$ cat src/rtl/video_pkg.sv
// video_pkg: shared BT.709 coefficients, clip limits, pipeline types and helpers for the 4:2:2 path
package video_pkg;
  localparam int LAT = 5;
  localparam int K [9] = '{47, 157, 16, -26, -86, 112, 112, -102, -10};
  localparam int Y_OFF = 16, C_OFF = 128;
  localparam int Y_MIN = 16, Y_MAX = 235, C_MIN = 16, C_MAX = 240;
  localparam logic [15:0] BLANK = 16'h8010;
  typedef struct packed { logic [7:0] y, cb, cr; } ycc_t;
  typedef struct packed { logic de, hs, vs, byp, ph; logic [15:0] raw; } ctl_t;
  function automatic logic [7:0] clip8(input logic signed [17:0] acc, input int off, input int lo, input int hi);
    int v;
    v = int'(acc >>> 8) + off;
    return 8'(v < lo ? lo : v > hi ? hi : v);
  endfunction
  function automatic logic [7:0] avg8(input logic [7:0] a, input logic [7:0] b);
    return 8'((9'(a) + 9'(b) + 9'd1) >> 1);
  endfunction
endpackage

$ cat src/rtl/rgb_to_ycc422_if.sv
// rgb_to_ycc422_if: RGB pixel stream with strobes in, 4:2:2 stream with delayed strobes out
interface rgb_to_ycc422_if;
  logic        bypass, in_de, in_hs, in_vs;
  logic [23:0] in_rgb;
  logic        out_de, out_hs, out_vs;
  logic [15:0] out_data;
  modport master (output bypass, in_de, in_hs, in_vs, in_rgb, input out_de, out_hs, out_vs, out_data);
  modport slave (input bypass, in_de, in_hs, in_vs, in_rgb, output out_de, out_hs, out_vs, out_data);
endinterface

$ cat src/rtl/csc_rgb2ycc.sv
// csc_rgb2ycc: two-stage BT.709 limited-range matrix, products then sum/round/clip
module csc_rgb2ycc
  import video_pkg::*;
#(
  parameter bit CLIP_EN = 1'b1
) (
  input  logic        clk,
  input  logic        rst,
  input  logic [23:0] i_rgb,
  output ycc_t        o_ycc
);
  localparam int YLO = CLIP_EN ? Y_MIN : 0;
  localparam int YHI = CLIP_EN ? Y_MAX : 255;
  localparam int CLO = CLIP_EN ? C_MIN : 0;
  localparam int CHI = CLIP_EN ? C_MAX : 255;
  logic signed [17:0] r_p [9];
  logic signed [17:0] w_acc [3];
  always_comb
    for (int c = 0; c < 3; c++) w_acc[c] = r_p[3*c] + r_p[3*c+1] + r_p[3*c+2] + 18'sd128;
  always_ff @(posedge clk) begin
    for (int i = 0; i < 9; i++) r_p[i] <= rst ? '0 : 18'(K[i] * int'(i_rgb[23-8*(i%3) -: 8]));
    o_ycc <= rst ? '0 : {clip8(w_acc[0], Y_OFF, YLO, YHI), clip8(w_acc[1], C_OFF, CLO, CHI),
                         clip8(w_acc[2], C_OFF, CLO, CHI)};
  end
endmodule

$ cat src/rtl/rgb_to_ycc422.sv
// rgb_to_ycc422: RGB 4:4:4 to BT.709 YCbCr 4:2:2 with strobes and bypass kept LAT-cycle aligned
module rgb_to_ycc422
  import video_pkg::*;
#(
  parameter bit CHROMA_AVG = 1'b1,
  parameter bit CB_FIRST   = 1'b1,
  parameter bit CLIP_EN    = 1'b1
) (
  input logic            sys2_clk,
  input logic            sys2_rst,
  rgb_to_ycc422_if.slave vid
);
  logic       r_ph;
  ctl_t       w_ctl;
  ctl_t       r_ctl [LAT-1];
  ycc_t       w_ycc, r_a;
  logic       w_has;
  logic [7:0] w_cb, w_cr, w_first, w_second, w_own2, r_hold, r_c, r_y;
  csc_rgb2ycc #(.CLIP_EN(CLIP_EN)) u_csc (.clk(sys2_clk), .rst(sys2_rst), .i_rgb(vid.in_rgb), .o_ycc(w_ycc));
  assign w_ctl = '{de: vid.in_de, hs: vid.in_hs, vs: vid.in_vs, byp: vid.bypass, ph: r_ph, raw: vid.in_rgb[15:0]};
  // r_a holds the even pixel while its partner sits at the converter output
  assign w_has    = CHROMA_AVG && r_ctl[1].de;
  assign w_cb     = w_has ? avg8(r_a.cb, w_ycc.cb) : r_a.cb;
  assign w_cr     = w_has ? avg8(r_a.cr, w_ycc.cr) : r_a.cr;
  assign w_first  = CB_FIRST ? w_cb : w_cr;
  assign w_second = CB_FIRST ? w_cr : w_cb;
  assign w_own2   = CB_FIRST ? r_a.cr : r_a.cb;
  always_ff @(posedge sys2_clk) begin
    r_ph <= !sys2_rst && vid.in_de && !r_ph;
    r_ctl[0] <= sys2_rst ? '0 : w_ctl;
    for (int i = 1; i < LAT-1; i++) r_ctl[i] <= sys2_rst ? '0 : r_ctl[i-1];
    r_a <= sys2_rst ? '0 : w_ycc;
    r_hold <= sys2_rst ? '0 : w_second;
    r_c <= sys2_rst ? '0 : !r_ctl[2].ph ? w_first : CHROMA_AVG ? r_hold : w_own2;
    r_y <= sys2_rst ? '0 : r_a.y;
    vid.out_de <= !sys2_rst && r_ctl[LAT-2].de;
    vid.out_hs <= !sys2_rst && r_ctl[LAT-2].hs;
    vid.out_vs <= !sys2_rst && r_ctl[LAT-2].vs;
    vid.out_data <= sys2_rst ? '0 : r_ctl[LAT-2].byp ? r_ctl[LAT-2].raw : r_ctl[LAT-2].de ? {r_c, r_y} : BLANK;
  end
endmodule
$ cat src/flat_wrapper.sv
// flat-port wrapper written by rule: the top's interface ports become plain ports
module rgb_to_ycc422_flat import video_pkg::*;
#(
  parameter bit CHROMA_AVG = 1'b1,
  parameter bit CB_FIRST   = 1'b1,
  parameter bit CLIP_EN    = 1'b1
)
  (sys2_clk, sys2_rst, vid_bypass, vid_in_de, vid_in_hs, vid_in_vs, vid_in_rgb, vid_out_de, vid_out_hs, vid_out_vs, vid_out_data);
  rgb_to_ycc422_if vid_i ();
  input logic sys2_clk;
  input logic sys2_rst;
  input wire logic [$bits(vid_i.bypass)-1:0] vid_bypass;
  input wire logic [$bits(vid_i.in_de)-1:0] vid_in_de;
  input wire logic [$bits(vid_i.in_hs)-1:0] vid_in_hs;
  input wire logic [$bits(vid_i.in_vs)-1:0] vid_in_vs;
  input wire logic [$bits(vid_i.in_rgb)-1:0] vid_in_rgb;
  output wire logic [$bits(vid_i.out_de)-1:0] vid_out_de;
  output wire logic [$bits(vid_i.out_hs)-1:0] vid_out_hs;
  output wire logic [$bits(vid_i.out_vs)-1:0] vid_out_vs;
  output wire logic [$bits(vid_i.out_data)-1:0] vid_out_data;
  assign vid_i.bypass = vid_bypass;
  assign vid_i.in_de = vid_in_de;
  assign vid_i.in_hs = vid_in_hs;
  assign vid_i.in_vs = vid_in_vs;
  assign vid_i.in_rgb = vid_in_rgb;
  assign vid_out_de = vid_i.out_de;
  assign vid_out_hs = vid_i.out_hs;
  assign vid_out_vs = vid_i.out_vs;
  assign vid_out_data = vid_i.out_data;
  rgb_to_ycc422 #(.CHROMA_AVG(CHROMA_AVG), .CB_FIRST(CB_FIRST), .CLIP_EN(CLIP_EN)) u_core (.sys2_clk(sys2_clk), .sys2_rst(sys2_rst), .vid(vid_i));
endmodule
$ cat config.mk
export PLATFORM = sky130hd
export DESIGN_NAME = rgb_to_ycc422_flat
export DESIGN_NICKNAME = d
export VERILOG_FILES = /design/src/rtl/video_pkg.sv /design/src/rtl/rgb_to_ycc422_if.sv /design/src/rtl/csc_rgb2ycc.sv /design/src/rtl/rgb_to_ycc422.sv /design/src/flat_wrapper.sv
export SDC_FILE = /design/constraint.sdc
export NUM_CORES = 1
export LEC_CHECK = 0
export CAP_MARGIN = 30
export CORE_ASPECT_RATIO = 0.5
export CORE_UTILIZATION = 55
export DETAILED_ROUTE_END_ITERATION = 6
export HOLD_SLACK_MARGIN = 0.05
export PLACE_DENSITY = 0.7
export SLEW_MARGIN = 20
export SYNTH_ARGS = -nofsm -noshare
export SYNTH_HDL_FRONTEND = slang
export SYNTH_HIERARCHICAL = 1
export SYNTH_SLANG_ARGS = --single-unit
$ cat constraint.sdc
create_clock -name sys2_clk -period 13.3 [get_ports sys2_clk]
set_input_delay 2.66 -clock sys2_clk [delete_from_list [all_inputs] [get_ports sys2_clk]]
set_output_delay 2.66 -clock sys2_clk [all_outputs]
set_load 0.01 [all_outputs]
# Word level (Yosys, flattened, before mapping)
# Memories as Yosys holds them, arrays and structs flattened.
# Cells that the tools add are included.
[totals] in_bits=30 out_inout_bits=19 ramBits=246 memories=2 ff_bits=92
[op_classes] n_addsub=16 n_reduce_logical=13 mux=24 order_cmp=6 mul=8
[memory_table] memory="u_core.u_csc.r_p" words=9 word_bits=18 read_ports=9 rd_ports_with_merged_regs=0 write_ports=9 line_no="csc_rgb2ycc.sv:16" source="logic signed [17:0] r_p [9];"
[memory_table] memory="u_core.r_ctl" words=4 word_bits=21 read_ports=4 rd_ports_with_merged_regs=0 write_ports=4 line_no="rgb_to_ycc422.sv:15" source="ctl_t r_ctl [LAT-1];"
[op_table] op="$add A18 B18 Y18" n=6
[op_table] op="$mux W21" n=4
[op_table] op="$mux W18" n=4
[op_table] op="$add A18 B9 Y18 const B" n=3
[op_table] op="$mux W16" n=3
[op_table] op="$mux W8" n=6
[op_table] op="$gt A11 B9 Y1 const B" n=3
[op_table] op="$lt A11 B6 Y1 const B" n=3
[op_table] op="$mul A7 B9 Y16 const A" n=2
[op_table] op="$mux W15" n=2
[op_table] op="$add A10 B9 Y11 const B" n=2
[op_table] op="$mul A3 B8 Y11 const A" n=2
[op_table] op="$add A8 B8 Y9" n=2
[op_table] op="$add A9 B1 Y9 const B" n=2
[op_table] op="$mul A8 B8 Y16 const A" n=1
[op_table] op="$mux W5" n=3
[op_table] op="$mul A5 B9 Y14 const A" n=1
[op_table] op="$mul A6 B8 Y14 const A" n=1
[op_table] op="$mux W14" n=1
[op_table] op="$mul A4 B9 Y13 const A" n=1
[op_table] op="$mux W12" n=1
[op_table] op="$add A10 B6 Y11 const B" n=1
[op_table] op="$reduce_or A3 Y1" n=3
[op_table] op="$reduce_or A2 Y1" n=3
[op_table] op="2 further kinds" n=7

# Logic depth before layout (Yosys ltp)
# Gate-level depths: netlist (run 1).
# An unclocked memory read counts as a cell.
[depth] ltp_word=8 depth_mapped=23 depth_no_buf=22

# Hierarchy
# The synthesis (run 1) kept the hierarchy.
[by_module_without_submodules] mod="csc_rgb2ycc" n_inst=1 cells_per_inst=1443 seq_area_each_um2=2562.5 area_per_inst_um2=13450.4
[by_module_without_submodules] mod="rgb_to_ycc422" n_inst=1 cells_per_inst=468 seq_area_each_um2=3022.9 area_per_inst_um2=5038.6

# Least setup slack after synthesis (run 1)
# No wires, ideal clock.
[synth_path] path_type="input -> register" startpoint="input vid_in_rgb[10]" endpoint="memory u_core.u_csc.r_p[1][10] (netlist: u_core/u_csc/r_p[0][28])" cell_stages=16 setup_slack_ps=6844 arrival_time_ps=6336 t_required_ps=13179 cell_sequence="fa_1 ha_1 inv_1 fa_1 fa_1 inv_1 ha_1 nor2b_1 o21ai_0 a21boi_0 o21ai_0 nand2b_1 a21o_1 a21o_1 a31oi_1 mux2_2"
[synth_rtl] item="start, declared" line_no="flat_wrapper.sv:16" source="input wire logic [$bits(vid_i.in_rgb)-1:0] vid_in_rgb;"
[synth_rtl] item="end, declared" line_no="csc_rgb2ycc.sv:16"

==> impl_results.md, run 1 <==
- CP Launch Type: input pin
- Routed vias/inst: 5.14
- Slowest cell on the critical path: clkdlybuf4s50_1
- Final nets: 2,392
- DRC: 11
- Wire per inst: around 15 um
- Clk_skew: roughly 0.016 ns
- Number of port buffers: 48
- Root Buffer: clkbuf_16
- CP Class: in -> reg
- Maximum vdd drop: roughly 120 uV
- Initial cell density of the core: a little under three fifths
- Clock sinks: approximately 280
- # resized after CTS: 0
- Avg Cell Area, Syn: just under 10 um^2
- Post-synthesis async set-or-reset flop share: 0%
- Static leakage: about 9.8 nW
- Worst-Margin Slew: about 0.88 ns
- FMAX: around 140 MHz
- Max-slew violation count: 0
- CTS tree: done
- RSZ-0062 raised after global routing: false
- Worst hold path class: reg -> reg
- Status: complete, but fails checks
- Final setup violation count: 0
- CTS H-Tree Depth: 1
- Post-route insts no fill: between 2,000 and 2,500
- Vias in the first global route: between 10,000 and 15,000
- Cells after DPL: roughly 2,400
- Hold buffer count at CTS: 0
- I/O Pins: 49
- Total grt overflow: 0
- Filler instances: around 2,800
- DRT antenna net count: 0
- Area leader, netlist: dfxtp_1
- First-pass GRT wire length: 59,500 um
- Core area: ~33,000 um^2
- Main flop type after synthesis: dfxtp_1
- WL met3: 1570 um
- Share of cells above drive strength 1: approximately 4.4%
- CP Capture Type: flip-flop
- Slew HR: 40.5%
- Failing checks: design-rule violations
- Final HPWL DP: 29,300 um
- Commonest non-fill, non-tap cell in the layout: ha_1
- Cell variety after synth: 90
- CTS max path bufs: 3
- Max capacitance violation total: 0
- Final period util: between 50% and 60%
- Synth top area cells: dfxtp_1, ha_1, fa_1
- Period minus WS final: between 6 and 7 ns
- Post-synth EDFFs: 0
- CP required: around 14 ns
- Syn Std Cell Area: roughly 18,000 um^2
- Register area share after synthesis: between 30% and 40%
- Synth Instances: around 1,900
- Crit-path max FO: 9
- CTS Buf Count: 27
- M1 WL: 19,100 um
- Die Wd: ~260 um
- CP max stage delay: just over 0.8 ns
- Final hold viol count: 0
- DRT Pass-1 Iters: 7
- Ordered cell list for the critical path: clkdlybuf4s50_1 -> fa_1 -> ha_1 -> inv_1 -> fa_1 -> fa_1 -> inv_1 -> ha_1 -> nor2b_1 -> o21ai_0 -> a21boi_0 -> o21ai_0 -> nand2b_1 -> a21o_1 -> a21o_1 -> a31oi_1 -> mux2_2
- Warnings, synthesis: 6
- P per Cell Area: roughly 200 nW/um^2
- Initial antenna violation count: 3
- GRT Util Overall: a little over a fifth
- GPL Wtd Cong: roughly 0.89
- Seq cells post-synth: 279
- Total number of vias: between 10,000 and 15,000
- Synthesized net count: between 2,000 and 2,500
- Worst path arrival time: about 7.4 ns
- Die Area: approximately 34,000 um^2
- DR WL met2: approximately 15,000 um
- Area Overhead vs Synth: 9.43%
- Critical Path Most Common Cell: fa_1
- Setup Buffers After CTS: 0
- Clk slew on worst S/H paths: around 0.07 ns
- Sum Neg Setup Slack: 0 ns
- Pin count of the biggest net entering global routing: approximately 120
- Worst skew pair latency: roughly 0.57 ns
- Most frequent cells in the layout: ha_1, inv_1, dfxtp_1, nor2b_1, nor2_1
- Top routing layer used: met4
- Yosys top cell area share: a little under a third
- Die Ht: 132 um
- DRT iter0 DRCs: 570
- Std cell rows: 47
- Final wirelength: ~37,000 um
[worst max-delay path: cells and delay by family]
kind / cells / cell delay, ns
AO/OA/AOI/OAI: 6 / 1.06
adder cells (fa/ha/maj): 5 / 2.16
buffers and inverters: 3 / 0.90
multiplexers: 1 / 0.34
AND/OR/NAND/NOR: 2 / 0.25
[path summary, 6_finish.rpt]
check / from / endpoint / slack (ns) / cells after the start
setup / recovery: vid_in_rgb[11] / u_core/u_csc/r_p[0][28] / 6.38 / 17
hold / removal: u_core/r_ph / u_core/r_ph / 0.41 / 1
setup reg to reg: u_core/u_csc/r_p[0][54] / u_core/u_csc/o_ycc[11] / 8.47 / 20
hold reg to reg: u_core/r_ph / u_core/r_ph / 0.41 / 1
[logic make-up (layout without fill, tap and decap cells)]
kind of cell / Yosys count / in the layout / share of synthesized area, %
mux: 17 / 17 / 0.934
other cells: 0 / 4 / 0
xor+xnor: 92 / 92 / 4.40
simple gates: 443 / 443 / 12.7
flops: 279 / 279 / 30.2
fa+ha+maj: 420 / 420 / 32.8
compound gates: 313 / 313 / 11.6
buf+inv: 347 / 399 / 7.44
[report_power, final]
part / switching [W] / total (W) / internal, W
sequential: 0.0000756 / 0.00105 / 0.000972
combinational: 0.00125 / 0.00215 / 0.000902
clock: 0.000349 / 0.000800 / 0.000451
[routing by layer]
| layer | vias to the layer above | track usage, % |
|---|---|---|
| met2 | 195 | 32.7 |
| met1 | 5758 | 33.1 |
| met3 | 51 | 2.93 |
| met4 | 0 | 4.88 |
| met5 | - | 0 |
| li1 | 6372 | - |
[area by class of cell]
class	instances	area [um^2]	area share, %
multi-input cells	1285	11500	57.0
flip-flops and latches	279	5590	27.6
inverters	297	1110	5.51
clock buffers	32	714	3.53
well taps	441	552	2.73
repair buffers	52	514	2.54
clock inverters	18	213	1.05
diodes	4	10.0	0.0495
[registers in the layout, indices dropped and copies added, names as in the netlist]
signal / cells
u_core/u_csc/o_ycc: 24
u_core/r_hold: 8
u_core/r_c: 8
u_core/vid.out_hs: 1
u_core/u_csc/r_p: 104
u_core/r_a: 16
u_core/w_own2: 8
u_core/vid.out_vs: 1
u_core/vid.out_data: 16
u_core/r_y: 8
u_core/r_ctl: 83
u_core/vid.out_de: 1
u_core/r_ph: 1
[synth_stat cells, types with 3 or more instances]
master	number
ha_1	313
inv_1	296
dfxtp_1	279
nor2b_1	150
nor2_1	144
fa_1	107
a21oi_1	94
xnor2_1	60
nand2_1	40
o21ai_0	35
xor2_1	31
a21o_1	30
o21bai_1	27
clkbuf_1	25
nand3_1	21
a22oi_1	16
nand2b_1	16
nor3_1	16
mux2i_1	15
o21a_1	12
buf_2	11
a31oi_1	10
o21ai_1	8
a211oi_1	7
buf_1	7
o22ai_1	7
a211oi_2	6
a21boi_0	6
and3_1	6
nand4_1	6
o211ai_1	6
and2_1	5
nor3b_1	5
o31ai_1	5
o31a_1	4
or3_1	4
a221oi_1	3
and3b_1	3
buf_6	3
nor4_1	3
or2_1	3
[through the flow]
stage	util, %	instance area, um^2	setup slack (ns)	power (W)	hold WS, ns
6_report	61.2	20200	6.38	0.00400	0.411
2_1_floorplan	-	18500	6.84	0.00278	0.384
5_1_grt	61.2	20200	6.04	0.00435	0.433
4_1_cts	61.2	20200	6.39	0.00400	0.408
3_5_place_dp	58.4	19300	5.81	0.00318	0.399
3_3_place_gp	58.4	19300	5.84	0.00316	0.398
Power figures use the tool's default switching activity.
==> inputs of run 2 (changes only) <==
Settings changed: PLACE_DENSITY 0.7 to 0.73.
Clock period 13.3 ns to 5.6 ns, I/O delays scaled along.
==> impl_results.md, run 2 (synthesized netlist as in run 1, its figures left out) <==
- CTS H-Tree Depth: 1 (unchanged)
- Number of port buffers: 48 (unchanged)
- FMAX: 197 MHz
- Final hold viol count: 0 (unchanged)
- Root Buffer: clkbuf_16
- DRT Pass-1 Iters: 7 (unchanged)
- Final HPWL DP: 30,700 um (+4.8%)
- Std cell rows: 47 (unchanged)
- Pin count of the biggest net entering global routing: 117 (+0.86%)
- Initial cell density of the core: 55.9% (unchanged)
- Failing checks: design-rule violations
- Share of cells above drive strength 1: 5.45% (+1.0 points)
- Worst path arrival time: 5.50 ns (-1.88 ns)
- Critical Path Most Common Cell: fa_1
- Routed vias/inst: 5.16 (+0.42%)
- Clock sinks: 279 (unchanged)
- Hold slack: 0.405 ns (-0.00630 ns)
- Max capacitance violation total: 0 (unchanged)
- Setup Buffers After CTS: 0 (unchanged)
- Fin util: 61.6% (+0.39 points)
- Die Area: 34,400 um^2 (unchanged)
- Static leakage: 9.86 nW (+0.93%)
- Sum Neg Setup Slack: 0 ns (unchanged)
- CTS Buf Count: 26 (-3.7%)
- Hold buffer count at CTS: 0 (unchanged)
- Worst-Margin Slew: 0.767 ns (-0.118 ns)
- CTS tree: done
- Maximum vdd drop: 272 uV (+130%)
- Commonest non-fill, non-tap cell in the layout: ha_1
- Area Overhead vs Synth: 10.1%
- Ordered cell list for the critical path: clkdlybuf4s50_1 -> fa_1 -> ha_1 -> inv_1 -> fa_1 -> fa_1 -> inv_1 -> ha_1 -> nor2b_1 -> o21ai_0 -> a21boi_0 -> o21ai_0 -> nand2b_1 -> a21o_1 -> a21o_1 -> a31oi_1 -> mux2_2
- DRT antenna net count: 0 (unchanged)
- Slowest cell on the critical path: fa_1
- Clk slew on worst S/H paths: 0.06 ns (about the same)
- CP max stage delay: 0.54 ns (-0.27 ns)
- Status: complete, but fails checks
- Total grt overflow: 0 (unchanged)
- DRC: 3 (-8)
- Most frequent cells in the layout: ha_1, inv_1, dfxtp_1, nor2b_1, nor2_1
- Clk_skew: 0.0130 ns (-0.00336 ns)
- Core area: 33,000 um^2 (unchanged)
- GPL Wtd Cong: 0.899 (+0.40%)
- RSZ-0062 raised after global routing: false
- Worst skew pair latency: 0.55 ns (-0.02 ns)
- CP Class: in -> reg
- DRT iter0 DRCs: 604 (+6.0%)
- Period minus WS final: slightly above 5 ns
- CP Launch Type: input pin
- I/O Pins: 49 (unchanged)
- Vias in the first global route: 12,200 (+3.8%)
- CP required: 6.03 ns (-7.72 ns)
- Final setup violation count: 0 (unchanged)
- First-pass GRT wire length: 61,800 um (+3.8%)
- Largest Register: u_core/u_csc/r_p
- CTS max path bufs: 3 (unchanged)
- Total number of vias: 12,500 (+1.1%)
- Initial antenna violation count: 2 (-1)
- Slew HR: 48.4% (+7.9 points)
- CP Capture Type: flip-flop
- Worst hold path class: reg -> reg
- Final nets: 2,412 (+0.84%)
- Wire per inst: 15.5 um (+1.9%)
- Crit-path max FO: 2 (-7)
- Final wirelength: 37,600 um (+2.6%)
- Die Ht: 132 um (unchanged)
- Final period util: ~91%
- # resized after CTS: 0 (unchanged)
- GRT Util Overall: 22.7% (+0.90 points)
- Die Wd: 261 um (unchanged)
- Top flop regs: u_core/u_csc/r_p: 104 flops, u_core/r_ctl: 83 flops, u_core/u_csc/o_ycc: 24 flops
- Max-slew violation count: 0 (unchanged)
- Max reg flops: 104 (unchanged)
- P per Cell Area: 465 nW/um^2 (+140%)
==> run 2: changes by cell type in the layout (fill, tap and decap cells not counted) <==
cell / change
buf_4: +20
clkinv_2: +3
clkbuf_1: -2
clkinv_4: -2
diode_2: -2
inv_6: -2
buf_12: +1
clkbuf_16: -1
clkbuf_8: +1
clkinv_8: +1
clkinvlp_4: +1
inv_16: -1
==> run 2: area by class of cell <==
type | instances | area, um^2
fillers | 2803 | 12700
multi-input cells | 1285 | 11500
flip-flops and latches | 279 | 5590
inverters | 297 | 1110
clock buffers | 30 | 696
repair buffers | 73 | 684
well taps | 441 | 552
clock inverters | 18 | 196
diodes | 2 | 5.00
==> run 2: metrics by stage <==
stage	setup slack, ns	cells	cell area (um^2)	total power (W)
final	0.532	2425	20400	0.00946
after detailed placement	0.0116	2374	19500	0.00761
after global placement	0.0244	2374	19500	0.00753
after CTS	0.560	2422	20300	0.00949
after floorplan	0.684	1911	18500	0.00660
after global routing	0.272	2425	20400	0.0103
==> run 2: worst max-delay path, delay by kind of cell <==
| family | cells | cell delay, ns |
|---|---|---|
| buffers and inverters | 3 | 0.60 |
| muxes | 1 | 0.34 |
| and+or+nand+nor | 2 | 0.24 |
| AOI/OAI and AO/OA | 6 | 1.06 |
| adders and majority gates | 5 | 2.15 |
==> run 2: report_power, final <==
| part | internal (W) | total (W) | switching (W) |
|---|---|---|---|
| sequential | 0.00231 | 0.00249 | 0.000182 |
| combinational | 0.00217 | 0.00515 | 0.00298 |
| clock | 0.00104 | 0.00181 | 0.000774 |
| total | 0.00552 | 0.00946 | 0.00394 |
==> run 2: worst paths after layout <==
kind | from | endpoint | slack, ns | cells after the start
max | vid_in_rgb[10] | u_core/u_csc/r_p[0][28] | 0.53 | 17
min | u_core/r_ph | u_core/r_ph | 0.41 | 1
max reg2reg | u_core/u_csc/r_p[0][54] | u_core/u_csc/o_ycc[11] | 0.82 | 20
min reg2reg | u_core/r_ph | u_core/r_ph | 0.41 | 1
==> run 2: layer usage <==
layer	GRT usage (%)	share of wire, %
met3	3.28	4.5
met2	34.5	43
met5	0	0
met4	5.14	1.8
met1	33.9	51
